**src/rtl/uart_rx_oversampled.sv**
```systemverilog
`default_nettype none
// ============================================================================
// Module      : uart_rx_oversampled
// Description : UART receiver driven by a 16x baud tick. Synchronises the rx
//               line, detects start bits, majority-votes three mid-bit samples
//               (tick 7, 8, 9 of each bit) and delivers LSB-first frames with
//               optional parity as one-clock result pulses.
// Ports       : clk, rst (async, active-high)
//               i_tick_16x      1-clk pulse at 16x baud
//               i_rx            asynchronous serial input, idle high
//               o_rx_data       last completed data word (errored ones too)
//               o_rx_valid      1-clk pulse, error-free frame in o_rx_data
//               o_framing_error 1-clk pulse, stop bit sampled low
//               o_parity_error  1-clk pulse, parity mismatch with good stop
//               o_busy          high whenever a frame is in progress
// Revision    : 1.0 - initial release
// ============================================================================
module uart_rx_oversampled #(
    parameter int DATA_BITS  = 8,
    parameter int PARITY_EN  = 0,
    parameter int PARITY_ODD = 0
) (
    input  logic                 clk,
    input  logic                 rst,
    input  logic                 i_tick_16x,
    input  logic                 i_rx,
    output logic [DATA_BITS-1:0] o_rx_data,
    output logic                 o_rx_valid,
    output logic                 o_framing_error,
    output logic                 o_parity_error,
    output logic                 o_busy
);

    localparam int                 c_IDX_W    = $clog2(DATA_BITS);
    localparam logic [c_IDX_W-1:0] c_LAST_IDX = c_IDX_W'(DATA_BITS - 1);
    localparam logic [3:0]         c_SMP_A    = 4'd7;
    localparam logic [3:0]         c_SMP_B    = 4'd8;
    localparam logic [3:0]         c_SMP_DEC  = 4'd9;
    localparam logic [3:0]         c_SMP_LAST = 4'd15;
    localparam logic               c_ODD      = 1'(PARITY_ODD != 0);

    typedef enum logic [2:0] {
        S_IDLE   = 3'd0,
        S_START  = 3'd1,
        S_DATA   = 3'd2,
        S_PARITY = 3'd3,
        S_STOP   = 3'd4
    } state_t;

    state_t               r_state;
    state_t               w_state_next;
    logic                 r_rx_meta;
    logic                 r_rx_s;
    logic [3:0]           r_smp_cnt;
    logic                 r_smp_a;
    logic                 r_smp_b;
    logic                 r_armed;
    logic [c_IDX_W-1:0]   r_bit_idx;
    logic [DATA_BITS-1:0] r_shift;
    logic                 r_parity;
    logic [DATA_BITS-1:0] r_rx_data;
    logic                 r_rx_valid;
    logic                 r_framing_error;
    logic                 r_parity_error;

    logic w_start;
    logic w_dec_tick;
    logic w_wrap;
    logic w_vote;
    logic w_stop_dec;
    logic w_parity_ok;
    logic w_frame_good;

    // Two-flop synchroniser; resets to the idle (high) line level.
    always_ff @(posedge clk or posedge rst) begin
        if (rst) begin
            r_rx_meta <= 1'b1;
            r_rx_s    <= 1'b1;
        end else begin
            r_rx_meta <= i_rx;
            r_rx_s    <= r_rx_meta;
        end
    end

    // Third sample is the live synchronised value on the decision tick.
    assign w_vote       = (r_smp_a & r_smp_b) | (r_smp_a & r_rx_s) | (r_smp_b & r_rx_s);
    assign w_start      = i_tick_16x && r_armed && !r_rx_s;
    assign w_dec_tick   = i_tick_16x && (r_smp_cnt == c_SMP_DEC);
    assign w_wrap       = i_tick_16x && (r_smp_cnt == c_SMP_LAST);
    assign w_stop_dec   = (r_state == S_STOP) && w_dec_tick;
    assign w_parity_ok  = ((^r_shift) ^ r_parity) == c_ODD;
    assign w_frame_good = (PARITY_EN == 0) || w_parity_ok;

    always_ff @(posedge clk or posedge rst) begin
        if (rst) begin
            r_state <= S_IDLE;
        end else begin
            r_state <= w_state_next;
        end
    end

    always_comb begin
        w_state_next = r_state;
        o_busy       = (r_state != S_IDLE);
        case (r_state)
            S_IDLE: begin
                if (w_start) begin
                    w_state_next = S_START;
                end
            end
            S_START: begin
                // A high vote mid start bit was only a glitch on the line.
                if (w_dec_tick && w_vote) begin
                    w_state_next = S_IDLE;
                end else if (w_wrap) begin
                    w_state_next = S_DATA;
                end
            end
            S_DATA: begin
                if (w_wrap && (r_bit_idx == c_LAST_IDX)) begin
                    w_state_next = (PARITY_EN != 0) ? S_PARITY : S_STOP;
                end
            end
            S_PARITY: begin
                if (w_wrap) begin
                    w_state_next = S_STOP;
                end
            end
            S_STOP: begin
                // Leave at the stop decision so a back-to-back start edge is not missed.
                if (w_dec_tick) begin
                    w_state_next = S_IDLE;
                end
            end
            default: begin
                w_state_next = S_IDLE;
            end
        endcase
    end

    always_ff @(posedge clk or posedge rst) begin
        if (rst) begin
            r_smp_cnt       <= '0;
            r_smp_a         <= 1'b1;
            r_smp_b         <= 1'b1;
            r_armed         <= 1'b0;
            r_bit_idx       <= '0;
            r_shift         <= '0;
            r_parity        <= 1'b0;
            r_rx_data       <= '0;
            r_rx_valid      <= 1'b0;
            r_framing_error <= 1'b0;
            r_parity_error  <= 1'b0;
        end else begin
            r_rx_valid      <= 1'b0;
            r_framing_error <= 1'b0;
            r_parity_error  <= 1'b0;
            if (i_tick_16x) begin
                if ((r_state == S_IDLE) || (w_state_next == S_IDLE)) begin
                    r_smp_cnt <= '0;
                end else begin
                    r_smp_cnt <= r_smp_cnt + 4'd1;
                end
                if (r_smp_cnt == c_SMP_A) begin
                    r_smp_a <= r_rx_s;
                end
                if (r_smp_cnt == c_SMP_B) begin
                    r_smp_b <= r_rx_s;
                end
                // Arming needs a high line first, so a stuck-low line cannot retrigger.
                if (r_state == S_IDLE) begin
                    if (w_start) begin
                        r_armed <= 1'b0;
                    end else if (r_rx_s) begin
                        r_armed <= 1'b1;
                    end
                end
                if ((r_state == S_DATA) && w_dec_tick) begin
                    r_shift <= {w_vote, r_shift[DATA_BITS-1:1]};
                end
                if ((r_state == S_DATA) && w_wrap) begin
                    r_bit_idx <= (r_bit_idx == c_LAST_IDX) ? '0 : r_bit_idx + c_IDX_W'(1);
                end
                if ((r_state == S_PARITY) && w_dec_tick) begin
                    r_parity <= w_vote;
                end
                if (w_stop_dec) begin
                    r_rx_data <= r_shift;
                    if (!w_vote) begin
                        r_framing_error <= 1'b1;
                    end else if (!w_frame_good) begin
                        r_parity_error <= 1'b1;
                    end else begin
                        r_rx_valid <= 1'b1;
                    end
                end
            end
        end
    end

    assign o_rx_data       = r_rx_data;
    assign o_rx_valid      = r_rx_valid;
    assign o_framing_error = r_framing_error;
    assign o_parity_error  = r_parity_error;

endmodule
`default_nettype wire
```
**config.mk**
```make
export PLATFORM = sky130hd
export DESIGN_NAME = uart_rx_oversampled
export DESIGN_NICKNAME = d
export VERILOG_FILES = /design/src/rtl/uart_rx_oversampled.sv
export SDC_FILE = /design/constraint.sdc
export NUM_CORES = 1
export LEC_CHECK = 0
export BUFFER_PORTS_ARGS = -buffer_cell sky130_fd_sc_hd__buf_4
export CAP_MARGIN = 20
export CORE_ASPECT_RATIO = 1.5
export CORE_UTILIZATION = 38
export CTS_CLUSTER_SIZE = 25
export DETAILED_ROUTE_END_ITERATION = 10
export PLACE_DENSITY_LB_ADDON = 0.3
export SLEW_MARGIN = 20
export SYNTH_ARGS = -nofsm -noshare
export SYNTH_HDL_FRONTEND = slang
export SYNTH_SLANG_ARGS = --single-unit
```
**constraint.sdc**
```tcl
create_clock -name clk -period 4.2 [get_ports clk]
set_clock_uncertainty 0.2 [all_clocks]
set_input_delay 0.84 -clock clk [delete_from_list [all_inputs] [get_ports clk]]
set_output_delay 0.84 -clock clk [all_outputs]
set_load 0.02 [all_outputs]
```
==> metrics.md <==
| Metric | Value |
|---|---|
| Crit Reg-Reg Endpoint | `o_rx_data[0]` |
| Critical Path End Type | `primary output` |
| Max Root-Sink Buffers | `2` |
| Die height | `79.1 um` |
| DRC | `0` |
| Fraction of the mapped netlist area in compound gates | `6.15%` |
| CP Buf/Inv Count | `1` |
| Critical Path, Cell by Cell | `or3_1 > buf_4` |
| Mean Syn Cell Area | `13.3 um^2` |
| Final setup TNS | `0 ps` |
| Vias/cell | `5.18` |
| Placer Congestion | `0.732` |
| Pwr dens | `512 nW/um^2` |
| I/O pin count | `16` |
| Routed wire per std cell | `13.9 um` |
| Starting Density | `40.5%` |
| Total grt overflow | `0` |
| Gate count of the mapped netlist | `113` |
| Main combinational cell family by area after synthesis | `multiplexers` |
| Hold Path Depth | `0` |
| Min-delay src | `r_rx_meta` |
| Cell Count, Final, Fillers Out | `176` |
| Max Cap Violations | `0` |
| Most area-consuming cells after synthesis | `dfrtp_1 (48%), mux2_1 (9.0%), mux2_4 (8.0%)` |
| Largest net degree at the start of global routing | `25` |
| Post-synthesis mux area share | `19.1%` |
| Hold Violations, Final | `0` |
| DP HPWL | `1830 um` |
| Postcts setup bufs | `0` |
| Die ar. | `4230 um^2` |
| Synth Area in Adders | `4.82%` |
| Post-synth top area cell | `dfrtp_1` |
| Min-Delay Path Class | `reg -> reg` |
| FF-to-FF path depth | `5` |
| Min Tclk post-route | `2360 ps` |
| Measured slew at the worst slew-check pin | `862 ps` |
| Max-slew violations | `0` |
| First DRT Iteration DRCs | `9` |
| CTS clk-pin slew, worst paths | `70 ps` |
| Placeable Area | `3720 um^2` |
| Type of origin of the critical path | `register` |
| Worst skew pair latency | `280 ps` |
| Worst r2r src | `r_smp_cnt[1]` |
| FMAX | `0.424 GHz` |
| Final #Nets | `141` |
| Growth of design area from synthesis to finish | `17.4%` |
| WHS | `160 ps` |
| Clock Sinks | `33` |
| CTS root buf | `clkbuf_8` |
| Port bufs | `14` |
| CP max-delay cell | `dfrtp_1` |
| Site Rows | `27` |
| Most frequent cells in the layout | `dfrtp_1 (29), buf_4 (15), mux2_1 (12), mux2_4 (8), nor2_1 (7)` |
| Critical path type | `reg -> out` |
| Worst slew margin | `42.5%` |
| Final design utilization | `47.6%` |
| Number of global-route vias before repair | `956` |
| Synth top area share | `48.2%` |
| Post-CTS Hold Buffers | `0` |
| CTS resizes | `0` |
| Final setup fails | `0` |
| Total GRT Usage | `14.3%` |
| DRT antenna net count | `0` |
| Top Family by Delay on Critical Path | `flip-flops` |
| RSZ-0062 raised after global routing | `false` |
| XOR/XNOR Fraction of Synth Area | `0%` |
| Status | `finished, final reports clean` |
| DRT Wirelength | `2450 um` |
| H-tree depth | `2` |
| Crit-path max cell delay | `460 ps` |
| WP data required | `3160 ps` |
| Post-synthesis simple-gate area fraction | `11.7%` |
| Synth cell types | `35` |
| Seq/Total Area, Yosys | `55.1%` |
| Static Leak | `0.895 nW` |
| Commonest non-fill, non-tap cell in the layout | `dfrtp_1` |
| Endpoint, Worst Hold | `r_rx_s` |
| VDD IR max | `0.308 mV` |
| CTS tree | `built` |
| CTS Buf Count | `5` |
| First-pass GRT wire length | `4200 um` |
| Crit share post-route | `56.1%` |
| Crit Path Max Fanout | `7` |
| Die X | `53.4 um` |
| Initial antenna violation count | `0` |
| Total number of vias | `912` |
| Synth Warn # | `0` |
| Post-synth net total | `122` |
| Antenna diodes | `0` |
| R2R setup slack | `2230 ps` |
| Arrival time at the worst endpoint | `1320 ps` |
| Number of synthesized register bits | `33` |
| Layout cells sized above 1 | `33.1%` |
| Drt first pass iters | `2` |
| Synth Cell Area | `1510 um^2` |
| Number of placed instances, taps included | `168` |
sequential cells by signal, summed over array words and instances, names as in the netlist, 3 cells and up:
register	flops
r_bit_idx	3
o_rx_data	8
r_state	3
r_smp_cnt	4
r_shift	8
per-stage QoR:
step           worst slack (ps)  area [um^2]  power (mW)
3_3_place_gp               1870         1650       0.605
6_report                   1840         1770       0.905
5_1_grt                    1800         1770       0.966
3_5_place_dp               1840         1650       0.618
4_1_cts                    1830         1770       0.920
2_1_floorplan              2220         1510       0.565
cell type report:
| class | instances | area, um^2 |
|---|---|---|
| Fill cell | 337 | 1950 |
| Sequential cell | 33 | 831 |
| Multi-Input combinational cell | 71 | 633 |
| Timing Repair Buffer | 15 | 113 |
| Clock buffer | 5 | 68.8 |
| Tap cell | 43 | 53.8 |
| Clock inverter | 3 | 46.3 |
| Inverter | 6 | 22.5 |
metal layers:
layer | part of all wire, % | vias to the layer above | GRT usage (%) | wire (um)
met5 | 0 | - | 0 | 0
met4 | 2.4 | 0 | 7.89 | 60
met3 | 4.1 | 4 | 5.17 | 101
met2 | 55 | 17 | 24.8 | 1360
met1 | 38 | 452 | 14.0 | 934
li1 | - | 439 | - | -
logic make-up (layout without fill, tap and decap cells):
group	Yosys count	count (layout)
flip-flops	33	33
AND/OR/NAND/NOR	29	29
multiplexers	23	23
AO/OA/AOI/OAI	12	12
buffers and inverters	9	29
adder cells (fa/ha/maj)	6	6
other	1	1
worst max-delay path by stage:
stage	from	to	cells past startpoint
6_report	r_state[2]	o_busy	2
5_1_grt	r_state[2]	o_busy	2
4_1_cts	r_state[2]	o_busy	2
3_5_place_dp	i_tick_16x	o_rx_data[1]	4
3_3_place_gp	i_tick_16x	o_rx_data[6]	4
2_1_floorplan	i_tick_16x	o_rx_data[0]	4
synth_stat cells:
library cell and number:
nand3_4 1, nor3b_1 1, nand2_1 5, mux2_2 2, o22ai_1 3, a21oi_1 1, o21ai_4 1, mux2_1 12
and3_1 1, nand2_2 1, conb_1 1, and4b_1 1, nor2_2 1, o21ai_0 1, mux2i_1 1, dfrtp_1 29
or3b_4 1, nor2_1 7, nand3_1 1, nand3b_1 2, a21oi_2 1, buf_4 2, maj3_1 1, nand2b_1 3
dfstp_2 4, buf_2 1, nand4_1 2, mux2_4 8, o32ai_1 1, o221ai_2 1, inv_1 6, o21ai_1 3
ha_1 5, and4_1 1, or3_1 1
report_power, final:
part           switching, mW  internal, mW
combinational          0.115        0.0822
sequential            0.0436         0.368
clock                  0.118         0.177
(Power assumes the default switching activity.)
